[config.mk]
export PLATFORM = sky130hd
export DESIGN_NAME = aes_ip_top
export DESIGN_NICKNAME = d
export VERILOG_FILES = /design/src/rtl/aes_ip_top.sv
export SDC_FILE = /design/constraint.sdc
export NUM_CORES = 2
export LEC_CHECK = 0
export CORE_ASPECT_RATIO = 0.8
export CORE_MARGIN = 2
export CORE_UTILIZATION = 32
export CTS_BUF_LIST = sky130_fd_sc_hd__clkbuf_4
export CTS_CLUSTER_SIZE = 28
export DETAILED_ROUTE_END_ITERATION = 8
export GPL_TIMING_DRIVEN = 0
export HOLD_SLACK_MARGIN = 0.06
export PLACE_DENSITY = 0.51
export SETUP_SLACK_MARGIN = 0.4
export SYNTH_ARGS = -nofsm -noshare
export SYNTH_HDL_FRONTEND = slang
export SYNTH_SLANG_ARGS = --single-unit
export TNS_END_PERCENT = 20
[constraint.sdc]
create_clock -name HCLK -period 37.5 [get_ports HCLK]
set_clock_uncertainty 0.05 [all_clocks]
set_input_delay 3.75 -clock HCLK [delete_from_list [all_inputs] [get_ports HCLK]]
set_output_delay 3.75 -clock HCLK [all_outputs]
set_load 0.03 [all_outputs]
[src/rtl/aes_ip_top.sv]
// AHB-Lite slave around a byte-serial iterative AES-128 encryptor (single shared S-box).
// Define AES_BIST_EN to build in the BIST engine (LFSR stimulus, MISR signature, CTRL1).
module aes_ip_top #(
    parameter int unsigned  BIST_COUNT = 16,
    parameter logic [127:0] LFSR_SEED  = 128'h0123456789ABCDEF_FEDCBA9876543210
) (
    input  logic        HCLK,
    input  logic        HRESETn,
    input  logic        HSEL,
    input  logic [31:0] HADDR,
    input  logic [1:0]  HTRANS,
    input  logic        HWRITE,
    input  logic [2:0]  HSIZE,
    input  logic [2:0]  HBURST,
    input  logic [31:0] HWDATA,
    input  logic        HREADY,
    output logic [31:0] HRDATA,
    output logic        HREADYOUT,
    output logic        HRESP
);

    typedef enum logic [2:0] {C_IDLE, C_LOAD, C_SUB, C_KEY, C_MIX, C_OUT} core_state_e;

    function automatic logic [7:0] xtime(input logic [7:0] b);
        return {b[6:0], 1'b0} ^ (b[7] ? 8'h1b : 8'h00);
    endfunction

    function automatic logic [7:0] gf_mul(input logic [7:0] a, input logic [7:0] b);
        logic [7:0] p, aa;
        p  = 8'h00;
        aa = a;
        for (int i = 0; i < 8; i++) begin
            if (b[i]) p = p ^ aa;
            aa = xtime(aa);
        end
        return p;
    endfunction

    // Inverse as x^254 = x^2 * x^4 * ... * x^128, then the FIPS-197 affine map.
    function automatic logic [7:0] sbox(input logic [7:0] x);
        logic [7:0] sq, inv;
        sq  = x;
        inv = 8'h01;
        for (int i = 1; i < 8; i++) begin
            sq  = gf_mul(sq, sq);
            inv = gf_mul(inv, sq);
        end
        return inv ^ {inv[6:0], inv[7]} ^ {inv[5:0], inv[7:6]} ^
               {inv[4:0], inv[7:5]} ^ {inv[3:0], inv[7:4]} ^ 8'h63;
    endfunction

    function automatic logic [31:0] mix_col(input logic [31:0] c);
        logic [7:0] a0, a1, a2, a3;
        {a0, a1, a2, a3} = c;
        return {xtime(a0) ^ xtime(a1) ^ a1 ^ a2 ^ a3,
                a0 ^ xtime(a1) ^ xtime(a2) ^ a2 ^ a3,
                a0 ^ a1 ^ xtime(a2) ^ xtime(a3) ^ a3,
                xtime(a0) ^ a0 ^ a1 ^ a2 ^ xtime(a3)};
    endfunction

    // State byte i lives at [127-8i -: 8]; row = i%4, column = i/4.
    function automatic logic [127:0] shift_rows(input logic [127:0] s);
        logic [127:0] o;
        o = '0;
        for (int c = 0; c < 4; c++) begin
            for (int r = 0; r < 4; r++) begin
                o[127-8*(4*c+r) -: 8] = s[127-8*(4*((c+r)%4)+r) -: 8];
            end
        end
        return o;
    endfunction

    logic         dvalid_q, dwrite_q;
    logic [3:0]   daddr_q;
    logic [31:0]  hrdata_q, rd_data;
    logic         start_pending_q, busy_q, done_q;
    logic [127:0] key_q, pt_q, ct_q;

    core_state_e  cstate_q;
    logic [127:0] st_q, rk_q, op_key_q, op_pt_q;
    logic [31:0]  kt_q;
    logic [7:0]   rcon_q;
    logic [3:0]   cnt_q, rnd_q;

    logic         addr_ph, wr_en, norm_go, core_go, core_abort, core_done;
    logic [127:0] go_key, go_pt;
    logic         bist_en, bist_run, bist_start, bist_next, bist_final, bist_abort;
    logic [127:0] bist_key, bist_pt, misr_d;
    logic [7:0]   sbox_in, sbox_out;
    logic [31:0]  w0_d, w1_d, w2_d, w3_d;
    logic [127:0] rk_d, sr_d, st_mix_d;
    logic         unused_bits;

    assign unused_bits = ^{HSIZE, HBURST, HADDR[31:6], HADDR[1:0]};
    assign HREADYOUT   = 1'b1;
    assign HRESP       = 1'b0;
    assign HRDATA      = hrdata_q;

    assign addr_ph    = HSEL & HREADY & HTRANS[1];
    assign wr_en      = dvalid_q & dwrite_q;
    assign norm_go    = wr_en && (daddr_q == 4'd11) && start_pending_q && !busy_q && !bist_en;
    assign core_go    = norm_go | bist_start | bist_next;
    assign core_abort = bist_abort;
    assign core_done  = (cstate_q == C_OUT);
    // A PT3 launch takes the word being written this cycle directly from the bus.
    assign go_key     = norm_go ? key_q : bist_key;
    assign go_pt      = norm_go ? {HWDATA, pt_q[95:0]} : bist_pt;

`ifdef AES_BIST_EN
    logic         bist_en_q, bist_run_q, bist_last;
    logic [127:0] lfsr_q, lfsr_d, misr_q, bist_src;
    logic [15:0]  bist_cnt_q;

    assign lfsr_d     = {lfsr_q[126:0], lfsr_q[127] ^ lfsr_q[6] ^ lfsr_q[1] ^ lfsr_q[0]};
    assign bist_en    = bist_en_q;
    assign bist_run   = bist_run_q;
    assign bist_start = wr_en && (daddr_q == 4'd1) && HWDATA[0] && !bist_en_q;
    assign bist_abort = wr_en && (daddr_q == 4'd1) && !HWDATA[0] && bist_run_q;
    assign bist_last  = (bist_cnt_q == 16'(BIST_COUNT - 1));
    assign bist_final = core_done && bist_run_q && bist_last;
    assign bist_next  = core_done && bist_run_q && !bist_last;
    // Encryption n uses the seed stepped n times: key = LFSR, plaintext = LFSR halves swapped.
    assign bist_src   = bist_start ? LFSR_SEED : lfsr_d;
    assign bist_key   = bist_src;
    assign bist_pt    = {bist_src[63:0], bist_src[127:64]};
    assign misr_d     = {misr_q[126:0], misr_q[127]} ^ st_q;

    always_ff @(posedge HCLK or posedge HRESETn) begin
        if (HRESETn) begin
            bist_en_q  <= 1'b0;
            bist_run_q <= 1'b0;
            lfsr_q     <= LFSR_SEED;
            misr_q     <= '0;
            bist_cnt_q <= '0;
        end else begin
            if (core_done && bist_run_q) begin
                misr_q     <= misr_d;
                lfsr_q     <= lfsr_d;
                bist_cnt_q <= bist_cnt_q + 16'd1;
                if (bist_last) bist_run_q <= 1'b0;
            end
            if (wr_en && (daddr_q == 4'd1)) bist_en_q <= HWDATA[0];
            if (bist_start) begin
                misr_q     <= '0;
                lfsr_q     <= LFSR_SEED;
                bist_cnt_q <= '0;
                bist_run_q <= 1'b1;
            end
            if (bist_abort) bist_run_q <= 1'b0;
        end
    end
`else
    logic [127:0] unused_cfg;
    assign unused_cfg = LFSR_SEED ^ 128'(BIST_COUNT);
    assign bist_en    = 1'b0;
    assign bist_run   = 1'b0;
    assign bist_start = 1'b0;
    assign bist_next  = 1'b0;
    assign bist_final = 1'b0;
    assign bist_abort = 1'b0;
    assign bist_key   = '0;
    assign bist_pt    = '0;
    assign misr_d     = '0;
`endif

    always_comb begin
        rd_data = 32'h0;
        case (HADDR[5:2])
            4'd0:                      rd_data = {31'h0, start_pending_q};
            4'd1:                      rd_data = {31'h0, bist_en};
            4'd2:                      rd_data = {30'h0, busy_q, done_q};
            4'd4, 4'd5, 4'd6, 4'd7:    rd_data = key_q[{HADDR[3:2], 5'd0} +: 32];
            4'd8, 4'd9, 4'd10, 4'd11:  rd_data = pt_q[{HADDR[3:2], 5'd0} +: 32];
            4'd12, 4'd13, 4'd14, 4'd15: rd_data = ct_q[{HADDR[3:2], 5'd0} +: 32];
            default:                   rd_data = 32'h0;
        endcase
    end

    // Bus front end and software-visible registers; later statements take priority.
    always_ff @(posedge HCLK or posedge HRESETn) begin
        if (HRESETn) begin
            dvalid_q        <= 1'b0;
            dwrite_q        <= 1'b0;
            daddr_q         <= '0;
            hrdata_q        <= '0;
            start_pending_q <= 1'b0;
            busy_q          <= 1'b0;
            done_q          <= 1'b0;
            key_q           <= '0;
            pt_q            <= '0;
            ct_q            <= '0;
        end else begin
            dvalid_q <= addr_ph;
            dwrite_q <= HWRITE;
            daddr_q  <= HADDR[5:2];
            if (addr_ph && !HWRITE) hrdata_q <= rd_data;
            if (core_done && !bist_run) begin
                ct_q   <= st_q;
                busy_q <= 1'b0;
                done_q <= 1'b1;
            end
            if (bist_final) begin
                ct_q   <= misr_d;
                busy_q <= 1'b0;
                done_q <= 1'b1;
            end
            if (wr_en) begin
                case (daddr_q)
                    4'd0: if (!bist_en) begin
                        start_pending_q <= HWDATA[0];
                        if (HWDATA[0]) done_q <= 1'b0;
                    end
                    4'd4, 4'd5, 4'd6, 4'd7:   key_q[{daddr_q[1:0], 5'd0} +: 32] <= HWDATA;
                    4'd8, 4'd9, 4'd10, 4'd11: pt_q[{daddr_q[1:0], 5'd0} +: 32]  <= HWDATA;
                    default: ;
                endcase
            end
            if (norm_go) begin
                start_pending_q <= 1'b0;
                busy_q          <= 1'b1;
                done_q          <= 1'b0;
            end
            if (bist_start) begin
                busy_q <= 1'b1;
                done_q <= 1'b0;
            end
            if (bist_abort) busy_q <= 1'b0;
        end
    end

    // The single S-box serves the state bytes in C_SUB and RotWord(w3) bytes in C_KEY.
    always_comb begin
        sbox_in = st_q[127:120];
        if (cstate_q == C_KEY) begin
            case (cnt_q[1:0])
                2'd0:    sbox_in = rk_q[23:16];
                2'd1:    sbox_in = rk_q[15:8];
                2'd2:    sbox_in = rk_q[7:0];
                default: sbox_in = rk_q[31:24];
            endcase
        end
    end

    assign sbox_out = sbox(sbox_in);
    assign w0_d     = rk_q[127:96] ^ kt_q ^ {rcon_q, 24'h0};
    assign w1_d     = rk_q[95:64] ^ w0_d;
    assign w2_d     = rk_q[63:32] ^ w1_d;
    assign w3_d     = rk_q[31:0] ^ w2_d;
    assign rk_d     = {w0_d, w1_d, w2_d, w3_d};
    assign sr_d     = shift_rows(st_q);
    assign st_mix_d = ((rnd_q == 4'd10) ? sr_d :
                       {mix_col(sr_d[127:96]), mix_col(sr_d[95:64]),
                        mix_col(sr_d[63:32]), mix_col(sr_d[31:0])}) ^ rk_d;

    always_ff @(posedge HCLK or posedge HRESETn) begin
        if (HRESETn) begin
            cstate_q <= C_IDLE;
            st_q     <= '0;
            rk_q     <= '0;
            op_key_q <= '0;
            op_pt_q  <= '0;
            kt_q     <= '0;
            rcon_q   <= 8'h01;
            cnt_q    <= '0;
            rnd_q    <= '0;
        end else if (core_abort) begin
            cstate_q <= C_IDLE;
        end else if (core_go) begin
            op_key_q <= go_key;
            op_pt_q  <= go_pt;
            cnt_q    <= '0;
            cstate_q <= C_LOAD;
        end else begin
            case (cstate_q)
                C_IDLE: ;
                C_LOAD: begin
                    st_q     <= {st_q[119:0], op_pt_q[127:120] ^ op_key_q[127:120]};
                    rk_q     <= {rk_q[119:0], op_key_q[127:120]};
                    op_pt_q  <= {op_pt_q[119:0], 8'h00};
                    op_key_q <= {op_key_q[119:0], 8'h00};
                    cnt_q    <= cnt_q + 4'd1;
                    if (cnt_q == 4'd15) begin
                        rnd_q    <= 4'd1;
                        rcon_q   <= 8'h01;
                        cstate_q <= C_SUB;
                    end
                end
                C_SUB: begin
                    st_q  <= {st_q[119:0], sbox_out};
                    cnt_q <= cnt_q + 4'd1;
                    if (cnt_q == 4'd15) cstate_q <= C_KEY;
                end
                C_KEY: begin
                    kt_q  <= {kt_q[23:0], sbox_out};
                    cnt_q <= cnt_q + 4'd1;
                    if (cnt_q == 4'd3) begin
                        cnt_q    <= '0;
                        cstate_q <= C_MIX;
                    end
                end
                C_MIX: begin
                    st_q     <= st_mix_d;
                    rk_q     <= rk_d;
                    rcon_q   <= xtime(rcon_q);
                    rnd_q    <= rnd_q + 4'd1;
                    cstate_q <= (rnd_q == 4'd10) ? C_OUT : C_SUB;
                end
                C_OUT:   cstate_q <= C_IDLE;
                default: cstate_q <= C_IDLE;
            endcase
        end
    end

endmodule

==> run metrics <==
Die X 520 um; total gr overflow 0; initial antenna violation count 30; worst reg2reg path depth 77; core area 212,000 um2; DR WL/cell 28.6 um; DRC viols 0; ratio of cells with drive above 1 in the final layout 8.83%; global-route wire length before repair 466,000 um; min-delay worst type flip-flop to flip-flop; Detailed Place HPWL 258,000 um; Post-synth ARST share 100%; Total Power 2.88 mW; min Tclk post-route 23,240 ps; Crit Path Max Fanout 10; leading area contributor after synthesis dfrtp_1; Synth Area per Inst 8.28 um2; Synth Register Bits 988; commonest non-fill, non-tap cell in the layout nand2_1; Slowest cell on crit path nor2_1; RSZ-0062 raised after global routing false; commonest cells after routing, fill and taps aside nand2_1, dfrtp_1, nor2_1; CTS clock-pin slew for the worst setup and hold paths 60 ps; Mapped Cells 8,224; H-tree levels 5; failing checks capacitance limit, slew limit; fin crit share 62.0%; Mapped Nets 8,322; CP peak stage delay 690 ps; TritonRoute pass-1 iters 8; Synth Warn # 0; effective utilization at floorplan 32.2%; fin util 36.0%; relative slew slack -9.86%; number of flops mapped to enable cells by yosys 0; port buffer count 73; drt total wl 332,000 um; Critical Path AT 24,090 ps; DR vias 66,000; Die H 417 um; fmax 0.0430 GHz; DRT iter0 DRCs 9,434; CTS tree built; Max Slew Vio Count 58; Hold Slack 437 ps; Worst Tran Pin Value 1640 ps; post-synth cell types 114; Setup crit end kind flip-flop; Setup Viol. Count Final 0; # rows 151; via/cell ratio 5.68; Total GRT Usage 29.7%; Worst Hold Depth 1; Root Buffer clkbuf_4; Levels on crit path 77; primary flip-flop cell chosen by synthesis mapping dfrtp_1; Top cell by count, worst path xnor2_1; Setup Buffers After CTS 0; share of the synthesized area in the top cell type 36.3%; hold buffer count at CTS 0; Clock Tree Buf Depth 4; Critical Path RT 38,350 ps; Final Wtd Congestion 1.02; CP Buf/Inv Count 19; Max Cap Violations 9; area of the mapped netlist 68,100 um2; Peak VDD IR 0.0211 mV; # resized after CTS 0; crit-path leading delay family buffers and inverters; worst-skew pair later-pin latency 1160 ps; TNS Setup 0 ps; vias in the first global route 61,200; Area Growth Syn to Fin 11.8%; largest net degree at the start of global routing 121; fin nets 8,691; top cells by area, synth dfrtp_1, xnor2_1, nand2_1; Antenna Nets Post-Route 0; Leak 31.2 nW; status complete, but fails checks; Sink Count 988; # fillers 22,300; Seq/Total Area, Yosys 36.3%; Setup crit start kind flip-flop; kind of critical path flip-flop to flip-flop; full die area 216,000 um2; # IOs 111; CTS buffer count 283; pwr/cell area 37.9 nW/um2; Final Hold Fails 0
## routing by layer
metal  share of wire [%]  up-vias  wire length (um)  track usage [%]
li1                    -    28800                 -                -
met1                  46    33100            154000             45.4
met2                  39     3596            128000             39.0
met3                  12      487             40600             9.58
met4                 2.6        7              8560             7.72
met5               0.044        -               147                0
## per-stage QoR
step | instance area [um2] | setup WS (ps) | cells
6_report | 76100 | 14260 | 11600
4_1_cts | 76100 | 14450 | 11600
3_3_place_gp | 72300 | -7280 | 11100
5_1_grt | 76100 | 12840 | 11600
3_5_place_dp | 72600 | 14570 | 11100
2_1_floorplan | 68100 | 5910 | 8224
## layout make-up
cell class	instances	area, um2	area share [%]
diodes	9	22.5	0.0296
plain buffers	681	2650	3.48
clock buffers	405	3040	3.99
clock inverters	62	415	0.546
inverters	34	135	0.178
multi-input cells	6521	40600	53.4
flip-flops and latches	988	24700	32.5
well taps	2830	3540	4.65
repair buffers	84	985	1.29
## power by group
group	leakage, nW	switching [mW]	internal (mW)
clock	2.07	0.514	0.535
combinational	16.7	0.409	0.171
sequential	12.5	0.117	1.14
## sequential cells by signal, indices dropped and copies added (netlist names), 8 cells and up
name      flops
rcon_q        8
op_key_q    128
kt_q         32
st_q        128
ct_q        128
rk_q        128
HRDATA       32
key_q       128
op_pt_q     128
pt_q        128
## final timing paths
check | from | end | slack [ps]
max in group asynchronous | HRESETn | kt_q[11]$_DFFE_PP0P_ | 31980
worst max register to register | cnt_q[0]$_DFFE_PP0P_ | st_q[6]$_DFFE_PP0P_ | 14260
worst max-delay path | cnt_q[0]$_DFFE_PP0P_ | st_q[6]$_DFFE_PP0P_ | 14260
worst min register to register | HRDATA[25]$_DFFE_PP0P_ | HRDATA[25]$_DFFE_PP0P_ | 440
worst min-delay path | HRDATA[25]$_DFFE_PP0P_ | HRDATA[25]$_DFFE_PP0P_ | 440
min in group asynchronous | HRESETn | key_q[72]$_DFFE_PP0P_ | 3150
## cells in the mapped netlist, types with 86 or more instances
| master | number |
|---|---|
| a211oi_1 | 86 |
| a21oi_1 | 512 |
| a31oi_1 | 262 |
| clkbuf_1 | 583 |
| dfrtp_1 | 987 |
| mux2_2 | 166 |
| mux2i_1 | 197 |
| nand2_1 | 1534 |
| nand3_1 | 126 |
| nor2_1 | 973 |
| o21ai_0 | 673 |
| o22ai_1 | 117 |
| xnor2_1 | 826 |
| xnor3_1 | 89 |
| xor2_1 | 315 |
## kinds of logic after synthesis
logic type	synth area share, %
multiplexers	5.75
AND/OR/NAND/NOR	17.1
XOR/XNOR	19.6
flip-flops	36.3
AO/OA/AOI/OAI	16.8
buffers and inverters	4.07
other	0.0110
adder cells (fa/ha/maj)	0.386
No activity file was read; power rests on OpenSTA's default activity.
